File: src/rtl/irq_controller.sv
// Four-line edge-triggered interrupt controller with a mask register and a
// REQ/ack/SERVICE/done handshake; priority resolution is done by an external encoder.
module irq_controller (
    input  logic       clk,
    input  logic       reset,
    input  logic [3:0] irq,
    input  logic       mask_wr,
    input  logic [3:0] mask_din,
    input  logic       gie,
    output logic [3:0] enc_in,
    output logic       enc_en,
    input  logic [1:0] enc_out,
    input  logic       enc_valid,
    output logic       int_req,
    output logic [1:0] int_id,
    input  logic       int_ack,
    input  logic       int_done,
    output logic [3:0] mask,
    output logic       busy
);

    typedef enum logic [1:0] {
        IDLE,
        REQ,
        SERVICE
    } state_t;

    state_t     state;
    state_t     state_next;
    logic [3:0] irq_prev;
    logic [3:0] pending;
    logic [3:0] pending_set;
    logic [3:0] pending_clr;
    logic       id_load;

    assign pending_set = irq & ~irq_prev;
    assign enc_in      = pending & mask;
    assign enc_en      = gie & (state == IDLE) & ~reset;
    assign int_req     = (state == REQ) & ~reset;
    assign busy        = (state == SERVICE) & ~reset;

    always_ff @(posedge clk) begin
        if (reset) begin
            state <= IDLE;
        end else begin
            state <= state_next;
        end
    end

    always_comb begin
        state_next  = state;
        id_load     = 1'b0;
        pending_clr = 4'b0000;
        case (state)
            IDLE: begin
                if (enc_en && enc_valid && (enc_in != 4'b0000)) begin
                    id_load    = 1'b1;
                    state_next = REQ;
                end
            end
            REQ: begin
                // Acknowledge takes precedence over a simultaneous loss of gie.
                if (int_ack) begin
                    pending_clr = 4'b0001 << int_id;
                    state_next  = SERVICE;
                end else if (!gie) begin
                    state_next = IDLE;
                end
            end
            SERVICE: begin
                if (int_done) begin
                    state_next = IDLE;
                end
            end
            default: state_next = IDLE;
        endcase
    end

    // A new edge in the same cycle as the clear leaves the bit set.
    always_ff @(posedge clk) begin
        if (reset) begin
            irq_prev <= 4'b0000;
            pending  <= 4'b0000;
        end else begin
            irq_prev <= irq;
            pending  <= (pending & ~pending_clr) | pending_set;
        end
    end

    always_ff @(posedge clk) begin
        if (reset) begin
            mask   <= 4'b0000;
            int_id <= 2'b00;
        end else begin
            if (mask_wr) begin
                mask <= mask_din;
            end
            if (id_load) begin
                int_id <= enc_out;
            end
        end
    end

endmodule

File: config.mk
export PLATFORM = sky130hd
export DESIGN_NAME = irq_controller
export DESIGN_NICKNAME = d
export VERILOG_FILES = /design/src/rtl/irq_controller.sv
export SDC_FILE = /design/constraint.sdc
export NUM_CORES = 1
export LEC_CHECK = 0
export ABC_AREA = 0
export CORE_AREA = 2 2 45 47
export CTS_CLUSTER_SIZE = 24
export DETAILED_ROUTE_END_ITERATION = 10
export DIE_AREA = 0 0 47 49
export GPL_ROUTABILITY_DRIVEN = 0
export PLACE_DENSITY = 0.72
export SYNTH_ARGS = -nofsm -noshare
export SYNTH_HDL_FRONTEND = slang
export SYNTH_SLANG_ARGS = --single-unit
File: constraint.sdc
create_clock -name clk -period 1.59 [get_ports clk]
set_input_delay 0.318 -clock clk [delete_from_list [all_inputs] [get_ports clk]]
set_output_delay 0.318 -clock clk [all_outputs]
set_load 0.02 [all_outputs]
# Word-level counts from Yosys, hierarchy flattened
# Index checks and enable logic that the tools add are counted.
[word_totals]
reg_bits = 16
latchBits = 0
mem_bits_rw = 0
romBits = 0
out_inout_bits = 13
wordCells = 36
n_memories = 0
[op_classes]
n_addsub = 0
multipliers = 0
n_div = 0
magnitude_cmp = 0
eq_ne = 5
n_shift = 1
mux = 9
n_bitwise = 11
reduce_logical = 5
[ops]
columns = ["operator", "count"]
rows = [
  ["4-bit bitwise AND", 3],
  ["2-bit 2-to-1 mux", 4],
  ["4-bit 2-to-1 mux", 2],
  ["4-bit NOT", 2],
  ["2-bit case mux with 3 select lines", 1],
  ["1-bit bitwise AND", 4],
  ["4-bit OR", 1],
  ["4-bit nonzero test", 1],
  ["1-bit by 2-bit left shift with 4-bit output (first input constant)", 1],
  ["3-bit != test (second input constant)", 1],
  ["3-bit AND reduction", 1],
  ["2-bit by 1-bit equality test with 1-bit output (second input constant)", 1],
  ["2-bit equality test (second input constant)", 1],
  ["1-bit logical AND", 2],
  ["2-bit logical NOT", 1],
  ["1-bit 2-to-1 mux", 2],
  ["2-bit by 1-bit != test with 1-bit output (second input constant)", 1],
  ["2-bit != test (second input constant)", 1],
  ["1-bit NOT", 1],
]

# Longest topological paths before layout
# Gate-level depths: netlist (run 1).
[depth]
ltp_word = 7
ltp_mapped = 4
mapped_depth_nobuf = 3

# Worst setup path after synthesis (run 1)
# OpenSTA, ideal clock, no wires.
[synth_timing]
kind = "input to output"
from = "in reset"
to = "out int_req"
arrival_ns = 1.219
required_ns = 1.272
path_slack_ns = 0.053
cell_stages = 3
cell_sequence = "buf_2 -> clkbuf_1 -> nor3b_1"
[synth_via]
elab_chain_len = 2
[synth_lines]
columns = ["item", "line_no", "text"]
rows = [
  ["start: declaration", "5", "input logic reset,"],
  ["1-bit NOT", "39", "assign int_req = (state == REQ) & ~reset;"],
  ["1-bit bitwise AND", "39", ""],
  ["end: declaration", "14", "output logic int_req,"],
]
# Every way passes these cells.

# Worst setup path in the final report (run 1)
[layout_timing]
from = "in gie"
to = "out enc_en"
[layout_via]
elab_chain_len = 2
[layout_lines]
columns = ["item", "line_no", "text"]
rows = [
  ["start: declaration", "9", "input logic gie,"],
  ["1-bit bitwise AND (2 in a row)", "38", "assign enc_en = gie & (state == IDLE) & ~reset;"],
  ["end: declaration", "11", "output logic enc_en,"],
]
# Every way passes these cells.

==> flow_summary.rst, run 1 <==
.. list-table::
   :header-rows: 1

   * - Metric
     - Value
   * - Netlist cell types
     - 22
   * - Area of the placeable core
     - 1840 µm²
   * - Max rail drop VDD
     - 0.571 mV
   * - Clock tree from TritonCTS
     - yes
   * - Die H
     - 49 µm
   * - Drt pass-1 iters
     - 4
   * - CP endpoint
     - enc_en
   * - Launch point of the worst path
     - gie
   * - IO buf count
     - 29
   * - Cell type contributing the most total cell area after synthesis
     - sky130_fd_sc_hd__dfxtp_1
   * - Routed length per placed instance
     - 11.3 µm
   * - Combined buffer and inverter count along the critical path
     - 2
   * - Top post-synthesis cells by area
     - sky130_fd_sc_hd__dfxtp_1 48%, sky130_fd_sc_hd__mux2i_1 6.0%, sky130_fd_sc_hd__nor2b_1 4.7%, sky130_fd_sc_hd__a21oi_1 3.8%, sky130_fd_sc_hd__and2_1 3.8%
   * - Total standard cell area after synthesis
     - 663 µm²
   * - Maximum buffer depth of the clock tree
     - 2
   * - Number of stages on the worst hold path
     - 2
   * - Transition at the pin with the smallest max-transition slack
     - 0.419 ns
   * - Count of max-cap constraint violations
     - 0
   * - Top-area cell type share of the netlist area
     - 0.483
   * - Remaining antenna violation count
     - 0
   * - Fraction of layout cells with a size suffix above 1
     - 0.180
   * - Area growth, synth to finish
     - 56.8%
   * - Worst path depth
     - 3
   * - Cell chosen for the clock root
     - sky130_fd_sc_hd__clkbuf_4
   * - Share of the yosys chip area belonging to registers
     - 0.483
   * - Total negative setup slack
     - 0 ns
   * - Clk_skew
     - 0.00313 ns
   * - Total Nets Final
     - 118
   * - Vias in the first global route
     - 548
   * - Leakage power
     - 0.475 nW
   * - Starting Density
     - 0.360
   * - Latest clock arrival within the worst-skew pair
     - 0.29 ns
   * - Wirelength, routed
     - 1440 µm
   * - Nature of the critical path startpoint
     - input port
   * - PwrDens
     - 795 nW/µm²
   * - Final slew viol count
     - 0
   * - Worst R2R Start
     - pending[2]$_SDFF_PP0_
   * - Worst hold slack
     - 0.482 ns
   * - Syn_nets
     - 82
   * - Worst hold path type
     - reg2reg
   * - Detailed Place HPWL
     - 1100 µm
   * - Initial drt markers
     - 9
   * - Setup slack of the worst register-to-register path
     - 0.16 ns
   * - CTS H-tree depth
     - 1
   * - Share of synthesized flip-flops with an asynchronous set or reset
     - 0
   * - Worst reg2reg endpoint
     - int_id[1]$_SDFFE_PP0P_
   * - Slowest CP cell
     - sky130_fd_sc_hd__clkdlybuf4s50_1
   * - Row cnt
     - 16
   * - Hold bufs inserted after CTS
     - 0
   * - Cell family with the largest share of critical-path delay
     - buffers and inverters
   * - Cell types with the highest counts after synthesis
     - 16 x sky130_fd_sc_hd__dfxtp_1, 6 x sky130_fd_sc_hd__nor2_1, 5 x sky130_fd_sc_hd__a21oi_1, 5 x sky130_fd_sc_hd__nor2b_1
   * - Clk sink count
     - 16
   * - Setup slack at placement
     - -0.505 ns
   * - Critical path start-end classification
     - in2out
   * - CP Max Fanout
     - 2
   * - Via count of the routed design
     - 572
   * - Area of the die
     - 2300 µm²
   * - Total CTS buffers
     - 3
   * - Number of enable flip-flop cells after synthesis
     - 0
   * - DRC violations left
     - 0
   * - Global router's overall resource usage
     - 0.144
   * - Slowest Stage Delay on Critical Path
     - 0.48 ns
   * - Via-to-Cell Ratio
     - 4.50
   * - Shortest period the worst path allows
     - 1.52 ns
   * - First-pass GRT wire length
     - 2410 µm
   * - Synthesized area per cell
     - 10.2 µm²
   * - Most frequent cell after synthesis
     - sky130_fd_sc_hd__dfxtp_1
   * - CP Data Arrival Time
     - 1.21 ns
   * - Number of instances in the synthesized netlist
     - 65
   * - Worst setup EP type
     - output port
   * - Sequence of cells on the critical path
     - clkdlybuf4s50_1, nor4b_4, buf_2
   * - Number of warning messages in the yosys log
     - 0
   * - Width of the chip
     - 47 µm
   * - Diode count
     - 0
   * - Depth of the worst register-to-register path
     - 3
   * - Fin. Hold Viols
     - 0
   * - Achievable frequency
     - 656 MHz
   * - Final worst slack
     - 0.0661 ns
   * - Normalized max-slew margin
     - 0.720
   * - Total setup violations reported at the end of the flow
     - 0
   * - Register bit count reported by yosys
     - 16
   * - Outcome
     - finished, final reports clean
   * - Number of antenna violations at the first check in global routing
     - 0
   * - Clock edge transition at the registers on the reported setup and hold paths
     - 0.09 ns
   * - Global route total overflow
     - 0
   * - Number of top-level pins
     - 30
   * - Post-route fraction of the period consumed by the critical path
     - 0.958
   * - Largest net degree at the start of global routing
     - 15
   * - Flip-flop cell with the highest count after synthesis
     - sky130_fd_sc_hd__dfxtp_1
   * - Post-layout util
     - 0.565
   * - Data required time at the worst endpoint
     - 1.27 ns
cells in the final DEF (no fill, tap or decap):
master and count:
sky130_fd_sc_hd__clkdlybuf4s50_1 15, sky130_fd_sc_hd__nor3b_1 1, sky130_fd_sc_hd__nand4b_1 1, sky130_fd_sc_hd__mux2i_1 4, sky130_fd_sc_hd__nand4bb_1 1, sky130_fd_sc_hd__inv_1 1
sky130_fd_sc_hd__o21ai_0 4, sky130_fd_sc_hd__dfxtp_2 1, sky130_fd_sc_hd__nor2_1 6, sky130_fd_sc_hd__buf_4 5, sky130_fd_sc_hd__buf_2 1, sky130_fd_sc_hd__dlymetal6s2s_1 2
sky130_fd_sc_hd__nand2_1 1, sky130_fd_sc_hd__a21oi_1 5, sky130_fd_sc_hd__and2_1 4, sky130_fd_sc_hd__mux2_2 2, sky130_fd_sc_hd__nor2b_1 5, sky130_fd_sc_hd__or4bb_1 1
sky130_fd_sc_hd__nand2b_1 4, sky130_fd_sc_hd__dfxtp_1 15, sky130_fd_sc_hd__a22o_1 1, sky130_fd_sc_hd__nor3b_2 1, sky130_fd_sc_hd__clkbuf_2 1, sky130_fd_sc_hd__clkdlybuf4s15_2 1
sky130_fd_sc_hd__dlygate4sd2_1 9, sky130_fd_sc_hd__o311ai_2 1, sky130_fd_sc_hd__clkbuf_4 3, sky130_fd_sc_hd__clkbuf_8 1, sky130_fd_sc_hd__nand3b_1 1, sky130_fd_sc_hd__nor4b_4 1
sky130_fd_sc_hd__a221oi_1 1
where the power goes:
part	switching [W]	internal [W]
clock	0.000128	0.000140
combinational	0.0000519	0.0000735
sequential	0.0000118	0.000421
worst min-delay path by stage:
stage                               start                     end
floorplan                          irq[0]  irq_prev[0]$_SDFF_PP0_
global placement    pending[2]$_SDFF_PP0_   pending[2]$_SDFF_PP0_
detailed placement  pending[3]$_SDFF_PP0_   pending[3]$_SDFF_PP0_
CTS                 pending[3]$_SDFF_PP0_   pending[3]$_SDFF_PP0_
global route        pending[3]$_SDFF_PP0_   pending[3]$_SDFF_PP0_
finish              pending[3]$_SDFF_PP0_   pending[3]$_SDFF_PP0_
layer usage:
metal	part of all wire	GRT usage	vias to the layer above
li1	-	-	297
met1	0.47	0.199	260
met2	0.48	0.205	13
met3	0.041	0.0222	2
met4	0.0070	0.0833	0
met5	0	0	-
sequential cells by signal, indices dropped and copies added, names as in the netlist:
register	flops
irq_prev	4
pending	4
int_id	2
state	2
mask	4
through the flow:
| stage | cell area, µm² | power (W) | std cells |
|---|---|---|---|
| after CTS | 1030 | 0.000840 | 127 |
| after detailed placement | 1010 | 0.000577 | 123 |
| final | 1040 | 0.000826 | 127 |
| after global routing | 1040 | 0.000871 | 127 |
| after floorplan | 663 | 0.000498 | 65 |
| after global placement | 1010 | 0.000575 | 123 |
area by class of cell:
| class | count | area, µm² |
|---|---|---|
| fillers | 180 | 802 |
| multi-input cells | 45 | 332 |
| flip-flops and latches | 16 | 322 |
| repair buffers | 34 | 313 |
| clock buffers | 4 | 36.3 |
| well taps | 27 | 33.8 |
| inverters | 1 | 3.75 |
cell families (layout without fill, tap and decap cells):
kind of cell,Yosys count,in the layout,share of synthesized area
and+or+nand+nor,27,27,0.279
DFF,16,16,0.483
AOI/OAI and AO/OA,12,12,0.119
muxes,6,6,0.0943
buffers and inverters,4,39,0.0245
what timing repair did:
item / 4_1_cts / 5_1_grt
gates resized for setup: 20 / 5
endpoints found under the setup margin: 11 / 4
buffers inserted: 0 / 0
worst register-to-register path: cells and delay by family, from the launching register on:
| kind | cells | cell delay, ns |
|---|---|---|
| AND/OR/NAND/NOR | 1 | 0.18 |
| multiplexers | 1 | 0.38 |
| flip-flops | 1 | 0.32 |
| AO/OA/AOI/OAI | 1 | 0.44 |
Note: power is estimated with default switching activity, not from simulation.
==> run 2, diff against run 1 <==
- CTS_BUF_LIST: default -> sky130_fd_sc_hd__clkbuf_4 sky130_fd_sc_hd__clkbuf_8 sky130_fd_sc_hd__clkbuf_16
==> results of run 2 <==
The final DEF is identical to that of run 1; final timing and power are the same.
==> run 3, diff against run 2 <==
- SLEW_MARGIN: default -> 40
==> results of run 3 <==
The final DEF is identical to that of run 1; final timing and power are the same.
